--- config.mk ---
export PLATFORM = sky130hd
export DESIGN_NAME = reg_file_ctrl_flat
export DESIGN_NICKNAME = d
export VERILOG_FILES = /design/src/rtl/reg_file_ctrl_pkg.sv /design/src/rtl/reg_file_ctrl_if.sv /design/src/rtl/reg_file_ctrl_rr_arbiter.sv /design/src/rtl/reg_file_ctrl.sv /design/src/flat_wrapper.sv
export SDC_FILE = /design/constraint.sdc
export NUM_CORES = 1
export LEC_CHECK = 0
export CAP_MARGIN = 20
export CORE_MARGIN = 2
export CORE_UTILIZATION = 45
export DETAILED_ROUTE_END_ITERATION = 7
export PLACE_DENSITY = 0.84
export SYNTH_ARGS = -nofsm -noshare
export SYNTH_HDL_FRONTEND = slang
export SYNTH_HIERARCHICAL = 1
export SYNTH_SLANG_ARGS = --single-unit
--- constraint.sdc ---
create_clock -name clk_in -period 5.2 [get_ports clk_in]
set_input_delay 1.56 -clock clk_in [delete_from_list [all_inputs] [get_ports clk_in]]
set_output_delay 1.56 -clock clk_in [all_outputs]
set_load 0.1 [all_outputs]
--- src/rtl/reg_file_ctrl_pkg.sv ---
// reg_file_pkg: shared widths, FSM state encoding, requester indices and round-robin pointer helper
package reg_file_pkg;
  localparam int XLEN = 32;
  localparam int NUM_REGS = 32;
  localparam int NUM_WB = 3;
  localparam int REG_AW = 5;
  localparam int WB_PW = $clog2(NUM_WB);
  localparam int WB_ALU = 0;
  localparam int WB_LSU = 1;
  localparam int WB_MD = 2;
  typedef enum logic {ST_INIT = 1'b0, ST_RUN = 1'b1} state_e;
  function automatic logic [WB_PW-1:0] wb_add(input logic [WB_PW-1:0] p, input int k);
    return WB_PW'((int'(p) + k) % NUM_WB);
  endfunction
endpackage

--- src/rtl/reg_file_ctrl_if.sv ---
// reg_file_ctrl_if: writeback handshake, decode issue/stall and reg_file write-port bundle
interface reg_file_ctrl_if;
  import reg_file_pkg::*;
  logic [NUM_WB-1:0] wb_valid_in;
  logic [REG_AW*NUM_WB-1:0] wb_rd_in;
  logic [XLEN*NUM_WB-1:0] wb_data_in;
  logic [NUM_WB-1:0] wb_ready_out;
  logic issue_valid_in;
  logic [REG_AW-1:0] issue_rd_in;
  logic [REG_AW-1:0] rs1_adder_in;
  logic [REG_AW-1:0] rs2_adder_in;
  logic stall_out;
  logic wr_en_out;
  logic [REG_AW-1:0] rd_adder_out;
  logic [XLEN-1:0] rd_data_out;
  logic init_done_out;
  modport master (
    output wb_valid_in, wb_rd_in, wb_data_in, issue_valid_in, issue_rd_in, rs1_adder_in, rs2_adder_in,
    input wb_ready_out, stall_out, wr_en_out, rd_adder_out, rd_data_out, init_done_out
  );
  modport slave (
    input wb_valid_in, wb_rd_in, wb_data_in, issue_valid_in, issue_rd_in, rs1_adder_in, rs2_adder_in,
    output wb_ready_out, stall_out, wr_en_out, rd_adder_out, rd_data_out, init_done_out
  );
endinterface

--- src/rtl/reg_file_ctrl_rr_arbiter.sv ---
// rr_arbiter: combinational one-hot round-robin grant, search starts at ptr_i
module rr_arbiter
  import reg_file_pkg::*;
(
  input  logic [NUM_WB-1:0] req_i,
  input  logic [WB_PW-1:0]  ptr_i,
  output logic [NUM_WB-1:0] gnt_o
);
  always_comb begin
    gnt_o = '0;
    for (int k = NUM_WB - 1; k >= 0; k--)
      if (req_i[wb_add(ptr_i, k)]) gnt_o = NUM_WB'(1) << wb_add(ptr_i, k);
  end
endmodule

--- src/rtl/reg_file_ctrl.sv ---
// reg_file_ctrl: zero-fills x1..x31, round-robin shares the reg_file write port, busy scoreboard drives decode stall
module reg_file_ctrl
  import reg_file_pkg::*;
(
  input logic clk_in,
  input logic rst_in,
  reg_file_ctrl_if.slave bus
);
  state_e state_q, state_d;
  logic [REG_AW-1:0] cnt_q, cnt_d, rd_q, rd_d, sel_rd;
  logic [NUM_REGS-1:0] busy_q, busy_d;
  logic [WB_PW-1:0] ptr_q, ptr_d, sel_idx;
  logic [XLEN-1:0] data_q, data_d, sel_data;
  logic [NUM_WB-1:0] req, gnt;
  logic wr_en_q, wr_en_d, done_q, done_d, xfer, stall;
  assign req = state_q == ST_RUN ? bus.wb_valid_in : '0;
  rr_arbiter u_arb (.req_i(req), .ptr_i(ptr_q), .gnt_o(gnt));
  always_comb begin
    sel_idx = '0;
    sel_rd = '0;
    sel_data = '0;
    for (int k = 0; k < NUM_WB; k++)
      if (gnt[k]) begin
        sel_idx = WB_PW'(k);
        sel_rd = bus.wb_rd_in[REG_AW*k +: REG_AW];
        sel_data = bus.wb_data_in[XLEN*k +: XLEN];
      end
  end
  assign xfer = |gnt;
  assign stall = ~done_q | busy_q[bus.rs1_adder_in] | busy_q[bus.rs2_adder_in]
               | (bus.issue_valid_in & busy_q[bus.issue_rd_in]);
  assign bus.wb_ready_out = gnt;
  assign bus.stall_out = stall;
  assign bus.wr_en_out = wr_en_q;
  assign bus.rd_adder_out = rd_q;
  assign bus.rd_data_out = data_q;
  assign bus.init_done_out = done_q;
  always_comb begin
    state_d = state_q;
    cnt_d = cnt_q;
    done_d = done_q;
    ptr_d = xfer ? wb_add(sel_idx, 1) : ptr_q;
    wr_en_d = xfer && sel_rd != '0;
    rd_d = sel_rd;
    data_d = sel_data;
    busy_d = busy_q;
    if (state_q == ST_INIT) begin
      wr_en_d = cnt_q != '0;
      rd_d = cnt_q;
      data_d = '0;
      cnt_d = cnt_q + 1'b1;
      state_d = cnt_q == '0 ? ST_RUN : ST_INIT;
      done_d = cnt_q == '0;
    end
    if (xfer) busy_d[sel_rd] = 1'b0;
    if (bus.issue_valid_in && !stall) busy_d[bus.issue_rd_in] = 1'b1;
    busy_d[0] = 1'b0;
  end
  always_ff @(posedge clk_in) begin
    if (!rst_in) begin
      state_q <= ST_INIT;
      cnt_q <= REG_AW'(1);
      busy_q <= '0;
      ptr_q <= '0;
      wr_en_q <= 1'b0;
      rd_q <= '0;
      data_q <= '0;
      done_q <= 1'b0;
    end else begin
      state_q <= state_d;
      cnt_q <= cnt_d;
      busy_q <= busy_d;
      ptr_q <= ptr_d;
      wr_en_q <= wr_en_d;
      rd_q <= rd_d;
      data_q <= data_d;
      done_q <= done_d;
    end
  end
endmodule

--- src/flat_wrapper.sv ---
// flat-port wrapper written by rule: the top's interface ports become plain ports
module reg_file_ctrl_flat import reg_file_pkg::*;
  (clk_in, rst_in, bus_wb_valid_in, bus_wb_rd_in, bus_wb_data_in, bus_issue_valid_in, bus_issue_rd_in, bus_rs1_adder_in, bus_rs2_adder_in, bus_wb_ready_out, bus_stall_out, bus_wr_en_out, bus_rd_adder_out, bus_rd_data_out, bus_init_done_out);
  reg_file_ctrl_if bus_i ();
  input logic clk_in;
  input logic rst_in;
  input wire logic [$bits(bus_i.wb_valid_in)-1:0] bus_wb_valid_in;
  input wire logic [$bits(bus_i.wb_rd_in)-1:0] bus_wb_rd_in;
  input wire logic [$bits(bus_i.wb_data_in)-1:0] bus_wb_data_in;
  input wire logic [$bits(bus_i.issue_valid_in)-1:0] bus_issue_valid_in;
  input wire logic [$bits(bus_i.issue_rd_in)-1:0] bus_issue_rd_in;
  input wire logic [$bits(bus_i.rs1_adder_in)-1:0] bus_rs1_adder_in;
  input wire logic [$bits(bus_i.rs2_adder_in)-1:0] bus_rs2_adder_in;
  output wire logic [$bits(bus_i.wb_ready_out)-1:0] bus_wb_ready_out;
  output wire logic [$bits(bus_i.stall_out)-1:0] bus_stall_out;
  output wire logic [$bits(bus_i.wr_en_out)-1:0] bus_wr_en_out;
  output wire logic [$bits(bus_i.rd_adder_out)-1:0] bus_rd_adder_out;
  output wire logic [$bits(bus_i.rd_data_out)-1:0] bus_rd_data_out;
  output wire logic [$bits(bus_i.init_done_out)-1:0] bus_init_done_out;
  assign bus_i.wb_valid_in = bus_wb_valid_in;
  assign bus_i.wb_rd_in = bus_wb_rd_in;
  assign bus_i.wb_data_in = bus_wb_data_in;
  assign bus_i.issue_valid_in = bus_issue_valid_in;
  assign bus_i.issue_rd_in = bus_issue_rd_in;
  assign bus_i.rs1_adder_in = bus_rs1_adder_in;
  assign bus_i.rs2_adder_in = bus_rs2_adder_in;
  assign bus_wb_ready_out = bus_i.wb_ready_out;
  assign bus_stall_out = bus_i.stall_out;
  assign bus_wr_en_out = bus_i.wr_en_out;
  assign bus_rd_adder_out = bus_i.rd_adder_out;
  assign bus_rd_data_out = bus_i.rd_data_out;
  assign bus_init_done_out = bus_i.init_done_out;
  reg_file_ctrl u_core (.clk_in(clk_in), .rst_in(rst_in), .bus(bus_i));
endmodule
==> metrics.md, run 1 <==
| Metric | Value |
|---|---|
| Final-report hold violation count | 0 |
| Total number of vias | between 4000 and 5000 |
| Hold Path Origin | u_core/bus.init_done_out$_SDFFE_PN0N_ |
| DP Area | about 0.0066 mm^2 |
| Kind of critical path | input pin to primary output |
| Worst-path fanout max | 6 |
| Core ar. | around 0.0098 mm^2 |
| Die area | 0.0110 mm^2 |
| Worst-skew pair later-pin latency | between 0.3 and 0.4 ns |
| Antenna cells | 0 |
| Avg WL per Cell | between 15 and 20 um |
| Clock sink count | between 70 and 80 |
| #FFs+latches synth | between 70 and 80 |
| Total gr overflow | 0 |
| Reg-to-reg endpoint | u_core/busy_q[4]$_SDFF_PN0_ |
| Kind of cell adding the most delay to the critical path | simple AND/OR/NAND/NOR gates |
| Layout cell share with drive strength beyond 1 | 0.119 |
| Hold Crit Class | flip-flop to flip-flop |
| Die Span Y | 105 um |
| Outcome | finished, final reports clean |
| Ports | 175 |
| Reg2reg path depth | 12 |
| DRC viols | 0 |
| Post-CTS Hold Fix Bufs | 0 |
| Predominant post-synthesis flop cell | dfxtp_1 |
| CP required | 3.64 ns |
| Max Cap Viol | 0 |
| Layout Nets | between 800 and 900 |
| Max Slew Vio Count | 0 |
| Post-synth EDFFs | 0 |
| Final Power | roughly 2.9 mW |
| Worst hold slack | about 0.5 ns |
| PortBufs | between 150 and 200 |
| Synthesis-to-finish area growth | 47.6% |
| Synth Instances | 509 |
| Finished Core Util | 0.689 |
| H-Tree Depth | 3 |
| Root Buffer | clkbuf_8 |
| Synthesized area per cell | ~9 um^2 |
| Hold depth | 2 |
| Critical path endpoint category | primary output |
| Largest buffer count on any clock path | 2 |
| Critical-path cell with the highest stage delay | clkdlybuf4s50_1 |
| RSZ-0062 raised after global routing | no |
| Final WL | 16200 um |
| Clock Pin Slew Worst Setup and Hold Paths | around 0.090 ns |
| Final setup vio count | 0 |
| Seq/Total Area, Yosys | 0.341 |
| Unique masters post-synth | 53 |
| Sink of the worst hold path | u_core/bus.init_done_out$_SDFFE_PN0N_ |
| Max incr delay on CP | about 0.58 ns |
| Dpl hpwl | 12200 um |
| Period minus WS final | between 5 and 6 ns |
| First-pass GRT wire length | between 20000 and 30000 um |
| 1st-iter DRT viols | between 300 and 400 |
| Mapped cell area | 0.00458 mm^2 |
| Post-DRT Antenna Nets | 0 |
| Crit share post-route | 0.976 |
| Drt via density | just over 6 |
| Row cnt | 36 |
| Initial antenna violation count | 0 |
| Net Count, Synth | 647 |
| Pwr dens | roughly 420 mW/mm^2 |
| Post-route cell area | roughly 0.0068 mm^2 |
| Layout fillers | a little over 800 |
| Maximum vdd drop | around 0.25 mV |
| Leakage power | approximately 2.4 nW |
| Fmax achieved | roughly 0.20 GHz |
| Worst Setup Start Kind | input pin |
| Crit path buf inv count | 2 |
| Clock Skews | ~0.0073 ns |
| Arr. time, crit path | about 3.5 ns |
| Worst Max-Slew Pin Slew | between 1 and 1.5 ns |
| Total iterations of the first detailed-routing run | 5 |
| CTS buffer count | 9 |
| Largest net degree at the start of global routing | between 40 and 50 |
| Routability Congestion | slightly above 1 |
| Yosys warnings | 6 |
| CTS tree | built |
| Width of the die | around 100 um |
| Async SR Flop Fraction | 0 |
| Setup tns final | 0 ns |
| Worst r2r src | u_core/state_q$_SDFF_PN0_ |
| Setup slack, reg-to-reg | between 1 and 1.5 ns |
| Worst rel slew slack | 0.281 |
| GRT Util Overall | 0.293 |
| Vias in the first global route | between 4000 and 5000 |
| Cell Chain, Critical Path | clkdlybuf4s50_1 -> or3b_2 -> o22ai_1 -> o21ai_0 -> and4_1 -> nand2_1 -> a21o_4 -> buf_12 |
| Initial core utilization | 0.467 |
-- timing repair --
action                                 CTS  global route
cloned                                   1             0
setup endpoints to repair                1             1
gates resized for setup                 10             6
setup buffers                            1             0
endpoints found under the hold margin    0             0
-- stage by stage --
| stage | cells | setup WS [ns] |
|---|---|---|
| finish | 812 | 0.127 |
| detailed placement | 794 | -0.314 |
| global route | 812 | 0.00870 |
| CTS | 812 | 0.00798 |
| floorplan | 509 | 0.0705 |
| global placement | 793 | -0.308 |
-- sequential cells by signal, summed over array words and instances (netlist names) --
| signal | count |
|---|---|
| u_core/state_q | 1 |
| u_core/busy_q | 31 |
| u_core/bus.rd_adder_out | 5 |
| u_core/bus.init_done_out | 1 |
| u_core/ptr_q | 2 |
| u_core/bus.wr_en_out | 1 |
| u_core/bus.rd_data_out | 32 |
| u_core/cnt_q | 5 |
-- layout make-up --
cell class / count / area [um^2] / area share
clock buffers: 9 / 124 / 0.0183
clock inverters: 7 / 80.1 / 0.0118
inverters: 11 / 41.3 / 0.00610
multi-input cells: 368 / 2790 / 0.413
flip-flops and latches: 78 / 1560 / 0.231
well taps: 133 / 166 / 0.0246
repair buffers: 206 / 2000 / 0.296
-- logic make-up after synthesis --
kind of cell | Yosys count | share of synthesized area
mux | 43 | 0.134
fa+ha+maj | 6 | 0.0164
buf+inv | 63 | 0.0609
xor+xnor | 3 | 0.00573
flops | 78 | 0.341
compound gates | 173 | 0.285
simple gates | 143 | 0.157
-- cells in the final DEF (no fill, tap or decap), drive strengths merged, types with 8 or more instances in the layout --
master and instances:
nor2 49, a221o 30, o21ai 38, clkdlybuf4s50 163, nor2b 19, o41ai 31, o211ai 35, and2 8
dfxtp 78, nand2 28, a21oi 10, buf 36, inv 14, mux2i 28, clkbuf 12, mux4 14
-- Yosys cell counts, types with 3 or more instances --
cell | instances | share of area
inv_1 | 11 | 0.0090
o21a_1 | 3 | 0.0049
buf_6 | 5 | 0.012
nor2_1 | 49 | 0.040
clkbuf_1 | 34 | 0.028
nand4_1 | 3 | 0.0041
and2_1 | 8 | 0.011
o21ai_0 | 36 | 0.039
a31oi_1 | 5 | 0.0068
nand3_1 | 6 | 0.0066
nand2b_1 | 5 | 0.0068
dfxtp_1 | 78 | 0.34
nor3_1 | 4 | 0.0044
o41ai_1 | 29 | 0.055
nand2_1 | 28 | 0.023
o211ai_1 | 35 | 0.057
a221o_1 | 30 | 0.066
nor2b_1 | 19 | 0.026
mux2i_1 | 28 | 0.061
o22ai_1 | 4 | 0.0055
ha_1 | 6 | 0.016
a22oi_1 | 6 | 0.0098
buf_1 | 9 | 0.0074
buf_2 | 4 | 0.0044
nand3b_1 | 6 | 0.0098
a21oi_1 | 10 | 0.011
mux4_2 | 12 | 0.059
-- worst reg2reg max path, cell delays in order, from the launching register on --
cell,delay (ns)
dfxtp_1,0.69
and2_1,0.28
nor2b_1,0.25
and2_1,0.15
o21ai_0,0.12
a31oi_4,0.26
buf_4,0.44
inv_1,0.21
a31oi_1,0.44
nor2b_1,0.27
nand2_1,0.16
o211ai_1,0.24
o41ai_1,0.12
-- how the worst max path moves through the flow --
stage	from	cells after the start	end	slack (ns)
after global routing	bus_issue_rd_in[3]	8	bus_stall_out	0.009
after CTS	bus_rs2_adder_in[1]	7	bus_stall_out	0.008
final	bus_issue_rd_in[3]	8	bus_stall_out	0.13
after detailed placement	bus_rs2_adder_in[1]	7	bus_stall_out	-0.31
after global placement	bus_rs2_adder_in[1]	7	bus_stall_out	-0.31
after floorplan	bus_rs2_adder_in[0]	9	bus_stall_out	0.07
-- power breakdown --
| part | leakage [nW] | total, mW | internal, mW | switching, mW |
|---|---|---|---|---|
| registers | 0.631 | 0.697 | 0.656 | 0.0411 |
| logic | 1.70 | 1.71 | 0.596 | 1.11 |
| clock network | 0.102 | 0.472 | 0.229 | 0.244 |
-- per-layer routing --
layer,vias to the layer above,track usage,part of all wire
met1,2336,0.343,0.36
met4,0,0.143,0.042
met3,47,0.0917,0.11
met2,306,0.483,0.49
met5,-,0,0
li1,2296,-,-
Power figures use the tool's default switching activity.
==> run 2, diff against run 1 <==
--- a/config.mk
+++ b/config.mk
@@ -6,8 +6,10 @@
 export NUM_CORES = 1
 export LEC_CHECK = 0
 export CAP_MARGIN = 20
+export CORE_ASPECT_RATIO = 0.5
 export CORE_MARGIN = 2
 export CORE_UTILIZATION = 45
+export CTS_BUF_LIST = sky130_fd_sc_hd__clkbuf_16
 export DETAILED_ROUTE_END_ITERATION = 7
 export PLACE_DENSITY = 0.84
 export SYNTH_ARGS = -nofsm -noshare
==> run 2 against run 1 <==
Net effect: routed wire length decreased by 4.1%; clock skew rose by 0.00066 ns; first-iteration DRC count increased by 66%; final area up 2.4%; setup slack lost 0.071 ns; register-to-register slack worse by 0.02 ns; clock-buffer cell count did not move; critical path depth unchanged; largest cell class unchanged; highest routed layer unchanged.
==> metrics.md, run 2 (same netlist as run 1, synthesis figures left out) <==
| Metric | Value |
|---|---|
| Antenna cells | 0 (unchanged) |
| Worst Setup Start Kind | input pin |
| Row cnt | 25 (-31%) |
| Final setup vio count | 0 (unchanged) |
| Worst hold slack | 0.531 ns (+0.0304 ns) |
| Die area | 0.0111 mm^2 (+0.44%) |
| Vias in the first global route | 4723 (-3.1%) |
| H-Tree Depth | 3 (unchanged) |
| CP required | 3.64 ns (about the same) |
| Critical path endpoint category | primary output |
| Ports | 175 (unchanged) |
| Wire length on met1 | 6120 um (+5.1%) |
| Layout cell share with drive strength beyond 1 | 0.124 (+0.00479) |
| Crit share post-route | 0.989 (+0.0137) |
| Leakage power | 2.52 nW (+3.7%) |
| Die Span Y | 75.4 um (-28%) |
| Worst r2r src | u_core/state_q$_SDFF_PN0_ |
| Most frequent cells in the layout | clkdlybuf4s50_1, dfxtp_1, nor2_1 |
| RSZ-0062 raised after global routing | no |
| Total number of vias | 4931 (-1.1%) |
| Initial antenna violation count | 0 (unchanged) |
| Core ar. | 0.00967 mm^2 (-1.6%) |
| Met3 routed WL | 1400 um (-22%) |
| PortBufs | 174 (unchanged) |
| 1st-iter DRT viols | 525 (+66%) |
| Commonest non-fill, non-tap cell in the layout | clkdlybuf4s50_1 |
| Hold Crit Class | flip-flop to flip-flop |
| DRC viols | 0 (unchanged) |
| Post-Layout Cell Count | 820 (+0.99%) |
| CTS tree | built |
| Placed cells | 802 (+1.0%) |
| Clock Skews | 0.00800 ns (+0.000655 ns) |
| Pwr dens | 444 mW/mm^2 (+4.4%) |
| Clock sink count | 78 (unchanged) |
| Max reg flops | 32 (unchanged) |
| Max incr delay on CP | 0.59 ns (about the same) |
| DP Area | 0.00662 mm^2 (+0.95%) |
| Metal2 WL | 7630 um (-3.7%) |
| Dpl hpwl | 11500 um (-5.6%) |
| Post-route setup slack | 0.0557 ns (-0.0713 ns) |
| Final-report hold violation count | 0 (unchanged) |
| Post-route cell area | 0.00693 mm^2 (+2.4%) |
| Fmax achieved | 0.194 GHz (-1.4%) |
| Cell Chain, Critical Path | clkdlybuf4s50_1 -> or3b_2 -> o22ai_1 -> o21ai_1 -> and4_1 -> nand2_1 -> a21o_4 -> buf_12 |
| Post-DRT Antenna Nets | 0 (unchanged) |
| Worst-skew pair later-pin latency | 0.33 ns (-0.02 ns) |
| Avg WL per Cell | 18.9 um (-5.1%) |
| Layout Nets | 818 (+0.74%) |
| Synthesis-to-finish area growth | 51.2% |
| Largest net degree at the start of global routing | 47 (unchanged) |
| Maximum vdd drop | 0.297 mV (+20%) |
| Origin of the worst setup path | bus_issue_rd_in[2] |
| Uppermost layer routed | met4 |
| First-pass GRT wire length | 23800 um (-5.9%) |
| Worst-path fanout max | 9 (+3) |
| Critical-path cell with the highest stage delay | clkdlybuf4s50_1 |
| Max Cap Viol | 0 (unchanged) |
| Kind of critical path | input pin to primary output |
| Total iterations of the first detailed-routing run | 5 (unchanged) |
| Initial core utilization | 0.474 (+0.00743) |
| Routability Congestion | 0.921 (-9.0%) |
| GRT Util Overall | 0.273 (-0.0195) |
| Clock Pin Slew Worst Setup and Hold Paths | 0.07 ns (-0.02 ns) |
| Hold Path Origin | u_core/bus.init_done_out$_SDFFE_PN0N_ |
| Worst Max-Slew Pin Slew | 1.04 ns (-0.0380 ns) |
| Width of the die | 147 um (+40%) |
| Root Buffer | clkbuf_16 |
| Worst rel slew slack | 0.306 (+0.0254) |
| CTS buffer count | 9 (unchanged) |
| Final WL | 15500 um (-4.1%) |
| Arr. time, crit path | 3.58 ns (+0.07 ns) |
| Period minus WS final | 5.14 ns (+0.0713 ns) |
| Largest buffer count on any clock path | 2 (unchanged) |
| Total gr overflow | 0 (unchanged) |
| Drt via density | 6.01 (-2.0%) |
| Setup slack, reg-to-reg | 1.43 ns (-0.02 ns) |
| Outcome | finished, final reports clean |
| Pre-CTS WS | -0.376 ns (-0.0621 ns) |
| Max Slew Vio Count | 0 (unchanged) |
| Finished Core Util | 0.717 (+0.0279) |
[run 2: cell types whose count changed in the layout (fill, tap and decap cells not counted), sizes merged]
cell	previous run	this run
buf	36	43
clkbuf	12	10
clkdlybuf4s50	163	162
dlygate4sd2	4	5
dlymetal6s2s	0	1
[run 2: per-layer routing]
layer	vias to the layer above	global-route usage
met1	2313	0.334
met2	267	0.483
met3	43	0.0701
li1	2308	-
met5	-	0
met4	0	0.0982
[run 2: power breakdown]
part / leakage, nW / switching (mW) / total (mW) / internal [mW]
Sequential: 0.631 / 0.0421 / 0.699 / 0.657
Clock: 0.148 / 0.263 / 0.642 / 0.379
Combinational: 1.74 / 1.13 / 1.73 / 0.609
Total: 2.52 / 1.43 / 3.08 / 1.64
[run 2: metrics by stage]
stage	setup TNS [ns]	power [mW]
2_1_floorplan	0	1.92
3_3_place_gp	-0.374	2.40
3_5_place_dp	-0.376	2.42
4_1_cts	0	3.07
5_1_grt	0	3.24
6_report	0	3.08
[run 2: cell type report]
class	count	area, um^2
Clock inverter	7	80.1
Inverter	11	41.3
Timing Repair Buffer	212	2070
Multi-Input combinational cell	368	2790
Fill cell	728	2730
Sequential cell	78	1560
Tap cell	135	169
Clock buffer	9	225
[run 2: path summary, 6_finish.rpt]
kind | cells after the start | endpoint
max | 8 | bus_stall_out
min | 2 | u_core/bus.init_done_out$_SDFFE_PN0N_
max reg2reg | 11 | u_core/busy_q[15]$_SDFF_PN0_
min reg2reg | 2 | u_core/bus.init_done_out$_SDFFE_PN0N_
[run 2: timing repair]
item,in CTS,in global routing
setup buffers,1,0
cloned,1,0
hold buffers,0,0
endpoints found under the setup margin,1,1
hold endpoints to repair,0,0
gates resized for setup,12,5
[run 2: critical path: cells and delay by family]
family / cells / cell delay (ns)
AO/OA/AOI/OAI: 3 / 0.43
buffers and inverters: 2 / 0.75
AND/OR/NAND/NOR: 3 / 0.83
==> run 3, diff against run 2 <==
--- a/config.mk
+++ b/config.mk
@@ -12,6 +12,7 @@
 export CTS_BUF_LIST = sky130_fd_sc_hd__clkbuf_16
 export DETAILED_ROUTE_END_ITERATION = 7
 export PLACE_DENSITY = 0.84
+export SETUP_SLACK_MARGIN = 0.02
 export SYNTH_ARGS = -nofsm -noshare
 export SYNTH_HDL_FRONTEND = slang
 export SYNTH_HIERARCHICAL = 1
==> run 3 against run 2 <==
Net effect: flip-flop and latch count is the same; largest power group unchanged; register-to-register slack got worse by 0.03 ns; clock-buffer cell count did not move; critical path type unchanged; via count about the same.
==> metrics.md, run 3 (same netlist as run 1, synthesis figures left out) <==
| Metric | Value |
|---|---|
| Outcome | finished, final reports clean |
| First-pass GRT wire length | 23800 um (unchanged) |
| Largest net degree at the start of global routing | 47 (unchanged) |
| Core ar. | 0.00967 mm^2 (unchanged) |
| CTS buffer count | 9 (unchanged) |
| Vias in the first global route | 4723 (unchanged) |
| Worst r2r src | u_core/state_q$_SDFF_PN0_ |
| Row cnt | 25 (unchanged) |
| Max reg flops | 32 (unchanged) |
| Post-CTS Hold Fix Bufs | 0 (unchanged) |
| Setup slack, reg-to-reg | 1.40 ns (-0.03 ns) |
| Layout Nets | 818 (unchanged) |
| CP required | 3.64 ns (about the same) |
| Dpl hpwl | 11500 um (unchanged) |
| Origin of the worst setup path | bus_issue_rd_in[2] |
| Routability Congestion | 0.921 (unchanged) |
| Commonest non-fill, non-tap cell in the layout | clkdlybuf4s50_1 |
| Final Power | 3.08 mW (about the same) |
| Leakage power | 2.53 nW (about the same) |
| CTS tree | built |
| Root Buffer | clkbuf_16 |
| Placed cells | 802 (unchanged) |
| Synthesis-to-finish area growth | 51.4% |
| Kind of critical path | input pin to primary output |
| Critical path endpoint category | primary output |
| Maximum vdd drop | 0.298 mV (about the same) |
| Post-route cell area | 0.00694 mm^2 (+0.16%) |
| Width of the die | 147 um (unchanged) |
| Initial antenna violation count | 0 (unchanged) |
| Final WL | 15600 um (+0.44%) |
| Die Span Y | 75.4 um (unchanged) |
| Hold Crit Class | flip-flop to flip-flop |
| Post-DRT Antenna Nets | 0 (unchanged) |
| Final setup vio count | 0 (unchanged) |
| GRT Util Overall | 0.273 (unchanged) |
| Clock Skews | 0.00791 ns (-0.0000922 ns) |
| DRC viols | 0 (unchanged) |
| Total iterations of the first detailed-routing run | 6 (+1) |
| Most frequent cells in the layout | clkdlybuf4s50_1, dfxtp_1, nor2_1 |
| 1st-iter DRT viols | 473 (-9.9%) |
| Ports | 175 (unchanged) |
| End of the critical path | bus_stall_out |
| PortBufs | 174 (unchanged) |
| Layout cell share with drive strength beyond 1 | 0.127 (+0.00292) |
| Total gr overflow | 0 (unchanged) |
| DP Area | 0.00662 mm^2 (unchanged) |
| Pwr dens | 443 mW/mm^2 (-0.11%) |
| RSZ-0062 raised after global routing | no |
| Total number of vias | 4929 (-0.041%) |
| Final-report hold violation count | 0 (unchanged) |
| Drt via density | 6.01 (about the same) |
| Worst rel slew slack | 0.303 (-0.00341) |
| Worst-path fanout max | 9 (unchanged) |
| Max Cap Viol | 0 (unchanged) |
| H-Tree Depth | 3 (unchanged) |
| Period minus WS final | 5.15 ns (+0.00470 ns) |
| Worst Max-Slew Pin Slew | 1.04 ns (+0.00511 ns) |
| Arr. time, crit path | 3.59 ns (about the same) |
| Antenna cells | 0 (unchanged) |
| Clock sink count | 78 (unchanged) |
| Worst Setup Start Kind | input pin |
| Finished Core Util | 0.718 (+0.00116) |
| Reg-to-reg endpoint | u_core/busy_q[15]$_SDFF_PN0_ |
| Largest buffer count on any clock path | 2 (unchanged) |
| Max Slew Vio Count | 0 (unchanged) |
| Setup tns final | 0 ns (unchanged) |
| Die area | 0.0111 mm^2 (unchanged) |
| Reg2reg path depth | 11 (unchanged) |
| Fmax achieved | 0.194 GHz (about the same) |
| Post-Layout Cell Count | 820 (unchanged) |
| Worst-skew pair later-pin latency | 0.33 ns (about the same) |
| Initial core utilization | 0.474 (unchanged) |
| Clock Pin Slew Worst Setup and Hold Paths | 0.07 ns (about the same) |
| Crit share post-route | 0.990 (about the same) |
| Avg WL per Cell | 19.0 um (+0.44%) |
## run 3: worst min path at each step
stage / from / end / slack, ns / cells past startpoint
final: u_core/bus.init_done_out$_SDFFE_PN0N_ / u_core/bus.init_done_out$_SDFFE_PN0N_ / 0.54 / 2
after global routing: u_core/bus.init_done_out$_SDFFE_PN0N_ / u_core/bus.init_done_out$_SDFFE_PN0N_ / 0.57 / 2
after CTS: u_core/bus.init_done_out$_SDFFE_PN0N_ / u_core/bus.init_done_out$_SDFFE_PN0N_ / 0.53 / 2
after detailed placement: u_core/bus.init_done_out$_SDFFE_PN0N_ / u_core/bus.init_done_out$_SDFFE_PN0N_ / 0.52 / 2
after global placement: u_core/bus.init_done_out$_SDFFE_PN0N_ / u_core/bus.init_done_out$_SDFFE_PN0N_ / 0.51 / 2
after floorplan: u_core/busy_q[19]$_SDFF_PN0_ / u_core/busy_q[19]$_SDFF_PN0_ / 0.49 / 2
## run 3: power breakdown
| part | switching, mW | internal [mW] |
|---|---|---|
| clock | 0.263 | 0.379 |
| sequential | 0.0420 | 0.657 |
| combinational | 1.13 | 0.609 |
## run 3: layout make-up
type                            instances  area [um^2]
Clock buffer                            9          225
Clock inverter                          7         80.1
Fill cell                             729         2720
Inverter                               11         41.3
Multi-Input combinational cell        368         2800
Sequential cell                        78         1560
Tap cell                              135          169
Timing Repair Buffer                  212         2070
## run 3: what timing repair did
| item | in CTS | in global routing |
|---|---|---|
| resized for setup | 12 | 8 |
| endpoints found under the hold margin | 0 | 0 |
| pin swaps | 0 | 1 |
| buffers inserted | 1 | 0 |
| cloned | 1 | 0 |
| endpoints found under the setup margin | 1 | 1 |
## run 3: worst max-delay path, cell delays in order
cell and delay (ns):
clkdlybuf4s50_1 0.60, or3b_2 0.57, o22ai_1 0.18, o21ai_1 0.11
and4_1 0.18, nand2_1 0.09, a21o_4 0.13, buf_12 0.16
## run 3: routing by layer
metal | vias to the layer above | part of all wire | global-route usage
met5 | - | 0 | 0
li1 | 2307 | - | -
met2 | 281 | 0.49 | 0.483
met1 | 2300 | 0.40 | 0.334
met4 | 0 | 0.025 | 0.0982
met3 | 41 | 0.092 | 0.0701
## run 3: per-stage QoR
stage                     worst slack, ns  hold slack [ns]
after global routing               0.0244            0.565
after detailed placement           -0.376            0.522
after CTS                          0.0337            0.532
after global placement             -0.374            0.514
final                              0.0510            0.535
after floorplan                    0.0705            0.491
